File: src/rtl/processor.sv
// processor: single-cycle 8-bit accumulator machine running a fixed 16x8 ROM.
// Define PROCESSOR_CARRY_EN to enable the carry flag, ADC (0xE) and JC (0xF).
module processor (
    input  logic       clk,
    input  logic       rst,
    input  logic [7:0] r3,
    output logic [7:0] acc,
    output logic       carry
);
    logic [3:0] pc_q, pc_d, op, opnd, pc_inc;
    logic [7:0] acc_q, acc_d, r0_q, r0_d, r1_q, r1_d, r2_q, r2_d;
    logic [7:0] instr, rv;
    logic [1:0] rn;

    assign instr = (pc_q == 4'h0 || pc_q == 4'h1) ? 8'h23 :
                   pc_q == 4'h2 ? 8'hB0 :
                   pc_q == 4'h3 ? 8'hC0 : 8'h00;
    assign op     = instr[7:4];
    assign opnd   = instr[3:0];
    assign rn     = opnd[1:0];
    assign pc_inc = pc_q + 4'h1;
    assign rv     = rn == 2'd0 ? r0_q : rn == 2'd1 ? r1_q : rn == 2'd2 ? r2_q : r3;
    assign acc    = acc_q;

`ifdef PROCESSOR_CARRY_EN
    logic       c_q, c_d;
    logic [8:0] add9, sub9, adc9;
    assign add9  = {1'b0, acc_q} + {1'b0, rv};
    assign sub9  = {1'b0, acc_q} - {1'b0, rv};
    assign adc9  = add9 + {8'h00, c_q};
    assign carry = c_q;

    always_ff @(posedge clk) begin
        if (rst) c_q <= 1'b0;
        else     c_q <= c_d;
    end
`else
    logic [7:0] add9, sub9;
    assign add9  = acc_q + rv;
    assign sub9  = acc_q - rv;
    assign carry = 1'b0;
`endif

    always_comb begin
        pc_d  = pc_inc;
        acc_d = acc_q;
        r0_d  = r0_q;
        r1_d  = r1_q;
        r2_d  = r2_q;
`ifdef PROCESSOR_CARRY_EN
        c_d   = c_q;
`endif
        case (op)
            4'h1: acc_d = {4'h0, opnd};
`ifdef PROCESSOR_CARRY_EN
            4'h2: begin acc_d = add9[7:0]; c_d = add9[8]; end
            4'h3: begin acc_d = sub9[7:0]; c_d = sub9[8]; end
            4'hE: begin acc_d = adc9[7:0]; c_d = adc9[8]; end
            4'hF: pc_d = c_q ? opnd : pc_inc;
`else
            4'h2: acc_d = add9;
            4'h3: acc_d = sub9;
`endif
            4'h4: acc_d = acc_q & rv;
            4'h5: acc_d = acc_q | rv;
            4'h6: acc_d = acc_q ^ rv;
            4'h7: acc_d = ~acc_q;
            4'h8: acc_d = {acc_q[6:0], 1'b0};
            4'h9: acc_d = {1'b0, acc_q[7:1]};
            4'hA: acc_d = rv;
            4'hB: begin
                r0_d = rn == 2'd0 ? acc_q : r0_q;
                r1_d = rn == 2'd1 ? acc_q : r1_q;
                r2_d = rn == 2'd2 ? acc_q : r2_q;
            end
            4'hC: pc_d = opnd;
            4'hD: pc_d = acc_q == 8'h00 ? opnd : pc_inc;
            default: ;
        endcase
    end

    always_ff @(posedge clk) begin
        if (rst) begin
            pc_q  <= 4'h0;
            acc_q <= 8'h00;
            r0_q  <= 8'h00;
            r1_q  <= 8'h00;
            r2_q  <= 8'h00;
        end else begin
            pc_q  <= pc_d;
            acc_q <= acc_d;
            r0_q  <= r0_d;
            r1_q  <= r1_d;
            r2_q  <= r2_d;
        end
    end
endmodule

File: config.mk
export PLATFORM = sky130hd
export DESIGN_NAME = processor
export DESIGN_NICKNAME = d
export VERILOG_FILES = /design/src/rtl/processor.sv
export SDC_FILE = /design/constraint.sdc
export NUM_CORES = 1
export LEC_CHECK = 0
export ABC_AREA = 0
export CAP_MARGIN = 20
export CORE_MARGIN = 8
export CORE_UTILIZATION = 41
export CTS_CLUSTER_SIZE = 14
export DETAILED_ROUTE_END_ITERATION = 12
export GPL_ROUTABILITY_DRIVEN = 0
export REMOVE_ABC_BUFFERS = 1
export SLEW_MARGIN = 20
export SYNTH_ARGS = -nofsm -noshare
export SYNTH_HDL_FRONTEND = slang
export SYNTH_SLANG_ARGS = --single-unit
File: constraint.sdc
create_clock -name clk -period 4.1 [get_ports clk]
set_input_delay 0.82 -clock clk [delete_from_list [all_inputs] [get_ports clk]]
set_output_delay 0.82 -clock clk [all_outputs]
set_load 0.05 [all_outputs]
==> results.cfg, run 1 <==
[run_status]
status = complete, no violations

[sta]
period_share_pct = 84.0
fmax_ghz = 0.291
drv_slew = 0
setup_viol = 0
rsz0062_at_grt = no
finalSetupTns_ns = 0
post-route-min-period_ns = 3.44
worst_slack_ns = 0.658
tightest_slew_ns = 0.756
fin_skew_ns = 0.00325
hold_violations = 0
slew_headroom_pct = 49.5

[grt]
grtUsageTotal_pct = 12.5
grt_pass1_vias = 1149
grt_max_degree = 21
grt_pass1_wl_um = 5370
overflow = 0
antenna_found_initial = 0

[drt]
drc = 0
drtIter0Drc = 117
wire_per_inst_um = 13.5
vias = 1186
avgViaCountPerCell = 5.16
first_pass_iters = 4
wl_um = 3100
postRouteAntennaNets = 0

[clocking]
cts-htree-levels = 1
cts_buffer_depth = 2
root_buffer = clkbuf_4
clk_pin_slew_ns = 0.11
cts_buffers = 3
clk-insertion-delay-late_ns = 0.30
cts_tree = yes
holdBufCountCts = 0
cts.sinks = 19
cts_setup_buffers = 0
cts.repair.resized = 0

[placed_design]
dp_slack_ns = 0.532
portBuffers = 17
hpwl_um = 2400
placed_cell_area_mm2 = 0.00157
dpl.cell_count = 226

[worst_setup_path]
cp.arrival_ns = 3.70
crit_path_max_incr_delay_ns = 0.39
critPathMostFrequentCell = ha_1
start_kind = flip-flop
cpMaxStageDelayCell = nor3_2
worstPathMaxFanout = 7
path_class = flip-flop to flip-flop
r2r_setup_slack_ns = 0.66
cp-end-kind = flip-flop
cp.required_ns = 4.35
critPathBufInv = 1
regToRegStartpoint = pc_q[0]$_SDFF_PP0_
worst_r2r_endpoint = acc[7]$_SDFFE_PP0P_
r2r_cells = 15
cpLargestDelayFamily = compound AO/OA/AOI/OAI gates
worstPathCellList = inv_1 > ha_1 > nor2_1 > nor3_2 > mux2i_1 > ha_1 > nand2_1 > xnor2_1 > ha_1 > o21a_1 > o21a_1 > o32ai_2 > xnor3_1 > a211o_1 > nand2_1

[finish]
nFillCells = 328
area_delta_synth_final_pct = 16.8
stdcell_count = 230
diodes = 0
drive_above_1_share_pct = 5.98
register_area_um2 = 380
fin_nets = 209
multi_input_area_um2 = 895
final_cell_area_mm2 = 0.00160

[yosys]
post_synth.cell_area_avg_um2 = 8.06
synth.ff_latch_count = 19
synth_seq_area_share_pct = 27.8
synthCells = 170
netlist_area_mm2 = 0.00137
synth-warning-count = 0
synthDistinctLibCells = 39

[power]
vdd_drop_max_mv = 0.186
power.density_mw_per_mm2 = 596
intPower_mw = 0.510
power.total_mw = 0.955
p_leak_nw = 0.662
pwr-share-comb_pct = 61.3
pwr-share-clk_pct = 10.4
power_frac_seq_pct = 28.2
switching_power_mw = 0.444
p_sw_share_pct = 46.6

[floorplanning]
die_x_um = 73.8
core_region_area_mm2 = 0.00328
ios = 19
die_h_um = 73.8
fp.dieArea_mm2 = 0.00545
start_util_pct = 41.7
rows = 21

[hold_path]
hold_path.class = flip-flop to flip-flop
hp-start = r0_q[5]$_SDFFE_PP0P_
whs_path_depth = 2
worstHoldEndpoint = r0_q[5]$_SDFFE_PP0P_

[flow_run]
max_cap_viol_count = 0
flip-flops by register name (all words and copies together) (netlist names):
register and count:
acc 8, pc_q 4, r0_q 7
cell usage in the layout (no fill, tap or decap), types with 5 or more instances in the layout:
master / count
ha_1: 13
nand2_1: 25
inv_1: 15
clkdlybuf4s50_1: 17
a21oi_1: 12
mux2i_1: 6
or3_1: 5
nand3_1: 9
nor3_1: 6
nor2_1: 8
dfxtp_1: 19
o21a_1: 6
xnor2_1: 7
stage by stage:
| stage | utilization (%) | hold slack [ns] |
|---|---|---|
| global route | 48.7 | 0.502 |
| finish | 48.7 | 0.471 |
| CTS | 48.7 | 0.469 |
| floorplan | - | 0.430 |
| detailed placement | 47.9 | 0.453 |
| global placement | 47.9 | 0.448 |
power by group through the flow:
stage          clock (mW)  sequential (mW)  combinational, mW
2_1_floorplan           0            0.370              0.330
3_3_place_gp            0            0.273              0.574
3_5_place_dp            0            0.275              0.584
4_1_cts             0.104            0.270              0.589
5_1_grt             0.109            0.279              0.645
6_report           0.0996            0.270              0.585
worst min-delay path: cells and delay by family, from the launching register on:
family	cells	cell delay (ns)
flops	1	0.33
simple gates	1	0.05
compound gates	1	0.05
logic make-up (layout without fill, tap and decap cells):
group	Yosys count	in the layout	share of synthesized area [%]
adder cells (fa/ha/maj)	14	14	13.3
AND/OR/NAND/NOR	65	65	24.5
flip-flops	19	19	27.8
buffers and inverters	24	38	7.30
AO/OA/AOI/OAI	32	32	15.7
multiplexers	6	6	4.38
XOR/XNOR	9	9	6.76
other	1	1	0.274
synth_stat cells (all sizes together):
cell / n / area [µm²]
inv: 15 / 56.3
a31o: 1 / 8.76
o311ai: 2 / 17.5
o31a: 1 / 8.76
fa: 1 / 20.0
xor2: 1 / 8.76
ha: 13 / 163
nand3b: 2 / 15.0
nor3: 8 / 45.0
nor3b: 1 / 7.51
a21boi: 1 / 7.51
a211oi: 1 / 7.51
nand4: 1 / 6.26
o32ai: 1 / 16.3
o31ai: 2 / 15.0
buf: 4 / 23.8
a21oi: 12 / 60.1
or3: 5 / 31.3
o21a: 6 / 45.0
nor2b: 3 / 18.8
nand3: 9 / 45.0
nand2: 25 / 93.8
nand4b: 1 / 8.76
o21ai: 4 / 20.0
dfxtp: 19 / 380
nor4: 2 / 33.8
a211o: 1 / 8.76
mux2i: 6 / 60.1
xnor2: 7 / 61.3
xnor3: 1 / 22.5
nor2: 8 / 30.0
clkbuf: 5 / 20.0
conb: 1 / 3.75
area by class of cell:
type,count,area share [%]
multi-input cells,127,55.9
flip-flops and latches,19,23.8
repair buffers,19,11.6
well taps,46,3.60
inverters,15,3.52
clock buffers,4,1.64
metal layers:
| layer | part of all wire, % | global-route usage (%) |
|---|---|---|
| met1 | 46 | 16.0 |
| met2 | 51 | 20.5 |
| met3 | 2.6 | 1.64 |
| met4 | 0.61 | 4.88 |
| met5 | 0 | 0 |
worst max-delay path by stage:
stage | startpoint | end | slack, ns | depth (start not counted)
after floorplan | pc_q[0]$_SDFF_PP0_ | acc[7]$_SDFFE_PP0P_ | -0.14 | 14
after global placement | r3[0] | acc[7]$_SDFFE_PP0P_ | 0.58 | 12
after detailed placement | r3[0] | acc[7]$_SDFFE_PP0P_ | 0.53 | 12
after CTS | pc_q[0]$_SDFF_PP0_ | acc[7]$_SDFFE_PP0P_ | 0.63 | 15
after global routing | pc_q[0]$_SDFF_PP0_ | acc[7]$_SDFFE_PP0P_ | 0.39 | 15
final | pc_q[0]$_SDFF_PP0_ | acc[7]$_SDFFE_PP0P_ | 0.66 | 15
(Power assumes the default switching activity.)
==> run 2, diff against run 1 <==
==> constraint.sdc (replaced) <==
create_clock -name clk -period 3.2 [get_ports clk]
set_input_delay 0.64 -clock clk [delete_from_list [all_inputs] [get_ports clk]]
set_output_delay 0.64 -clock clk [all_outputs]
set_load 0.05 [all_outputs]
==> results.cfg, run 2 (same netlist as run 1, synthesis figures left out) <==
[sta]
slew_headroom_pct = 64.8
tightest_slew_ns = 0.525
fin_skew_ns = 0.00899
post-route-min-period_ns = 3.06
rsz0062_at_grt = yes
fin_hold_ws_ns = 0.472
drv_slew = 0
hold_violations = 0
period_share_pct = 95.6
worst_slack_ns = 0.142
fmax_ghz = 0.327
setup_viol = 0

[grt]
overflow = 0
grt_pass1_wl_um = 5740
grt_pass1_vias = 1230
grtUsageTotal_pct = 13.4
grt_max_degree = 13
antenna_found_initial = 0

[power]
pwr-share-clk_pct = 9.6
p_leak_nw = 0.771
power_frac_seq_pct = 25.4
intPower_mw = 0.765
power.density_mw_per_mm2 = 752
switching_power_mw = 0.619
p_sw_share_pct = 44.7
pwr-share-comb_pct = 65.0
vdd_drop_max_mv = 0.244

[worst_setup_path]
cp.required_ns = 3.47
crit_path_max_incr_delay_ns = 0.38
cpMaxStageDelayCell = dfxtp_4
cp.arrival_ns = 3.33
start_kind = flip-flop
cpLargestDelayFamily = compound AO/OA/AOI/OAI gates
worstPathCellList = inv_4 > ha_4 > nor2_2 > nor3_4 > buf_4 > nand2_1 > nand2_1 > inv_1 > ha_2 > inv_1 > ha_1 > nor2b_1 > o31a_1 > o32ai_2 > xnor3_1 > a211o_1 > nand2_1
crit_cells = 17
worstPathMaxFanout = 5
critPathBufInv = 4
path_class = flip-flop to flip-flop
critPathMostFrequentCell = nand2_1
r2r_cells = 17
cp-end-kind = flip-flop

[finish]
largest_reg_flops = 8
stdcell_count = 251
nFillCells = 323
final_cell_area_mm2 = 0.00184
fin_nets = 230
area_delta_synth_final_pct = 34.4
drive_above_1_share_pct = 22.4
final_common_cell = nand2_1
final_cell_mix = 24 x nand2_1, 22 x buf_4, 17 x dfxtp_1, 17 x clkdlybuf4s50_1, 13 x inv_1
diodes = 0
fin_util_pct = 56.1

[clocking]
cts_buffers = 3
cts-htree-levels = 1
cts_buffer_depth = 2
clk_pin_slew_ns = 0.13
root_buffer = clkbuf_4
holdBufCountCts = 0
cts_tree = yes
cts.sinks = 19
clk-insertion-delay-late_ns = 0.31

[placed_design]
dp_slack_ns = -0.0849
placed_cell_area_mm2 = 0.00169
hpwl_um = 2660
portBuffers = 17
dpl.cell_count = 241

[drt]
drc = 0
vias = 1286
drtIter0Drc = 52
first_pass_iters = 4
wl_um = 3480
avgViaCountPerCell = 5.12
wire_per_inst_um = 13.9
postRouteAntennaNets = 0

[floorplanning]
fp.dieArea_mm2 = 0.00545
start_util_pct = 41.7
rows = 21
ios = 19
core_region_area_mm2 = 0.00328
die_h_um = 73.8
die_x_um = 73.8

[hold_path]
whs_path_depth = 2
hold_path.class = flip-flop to flip-flop

[flow_run]
max_cap_viol_count = 0

[run_status]
status = complete, no violations
==> run 2: cell count changes in the layout (fill, tap and decap cells not counted), moves of 2 or more <==
cell,delta
buf_4,+20
ha_1,-5
ha_4,+3
dfxtp_1,-2
ha_2,+2
inv_1,-2
inv_4,+2
o21ai_0,-2
o21ai_1,+2
==> run 2: cell type report <==
type                       instances  area, µm²  area share [%]
clock buffer                       4       26.3            1.43
inverter                          15       61.3            3.33
multi-input combinational        127        965            52.4
sequential                        19        385            20.9
tap                               46       57.6            3.12
timing repair buffer              40        347            18.8
==> run 2: worst paths after layout <==
path / start / endpoint / slack (ns)
worst max-delay path: pc_q[0]$_SDFF_PP0_ / acc[7]$_SDFFE_PP0P_ / 0.14
worst max register to register: pc_q[0]$_SDFF_PP0_ / acc[7]$_SDFFE_PP0P_ / 0.14
worst min register to register: r0_q[5]$_SDFFE_PP0P_ / r0_q[5]$_SDFFE_PP0P_ / 0.47
worst min-delay path: r0_q[5]$_SDFFE_PP0P_ / r0_q[5]$_SDFFE_PP0P_ / 0.47
==> run 2: through the flow <==
step	TNS, ns	power [mW]
5_1_grt	-0.0754	1.49
3_5_place_dp	-0.119	1.19
6_report	0	1.38
2_1_floorplan	-4.45	0.897
4_1_cts	0	1.35
3_3_place_gp	-0.103	1.18
==> run 2: power groups by stage <==
stage / Clock [mW] / Sequential [mW] / Combinational (mW)
detailed placement: 0 / 0.352 / 0.839
finish: 0.133 / 0.352 / 0.899
global route: 0.143 / 0.361 / 0.984
global placement: 0 / 0.350 / 0.828
CTS: 0.134 / 0.347 / 0.868
floorplan: 0 / 0.474 / 0.423
==> run 2: what timing repair did <==
| item | in CTS | in global routing |
|---|---|---|
| pin swaps | 4 | 10 |
| setup buffers | 4 | 2 |
| gates resized for setup | 9 | 16 |
| endpoints found under the setup margin | 1 | 4 |
==> run 2: routing by layer <==
layer	up-vias	GRT usage (%)	part of all wire (%)
met3	9	2.05	2.4
met2	18	23.7	51
li1	653	-	-
met1	606	16.1	44
met4	0	3.99	1.8
met5	-	0	0
==> run 2: worst reg2reg max path, cell delays in order, from the launching register on <==
cell,delay [ns]
dfxtp_4,0.38
inv_4,0.06
ha_4,0.12
nor2_2,0.05
nor3_4,0.23
buf_4,0.16
nand2_1,0.04
nand2_1,0.05
inv_1,0.04
ha_2,0.32
inv_1,0.04
ha_1,0.26
nor2b_1,0.15
o31a_1,0.31
o32ai_2,0.21
xnor3_1,0.26
a211o_1,0.27
nand2_1,0.06
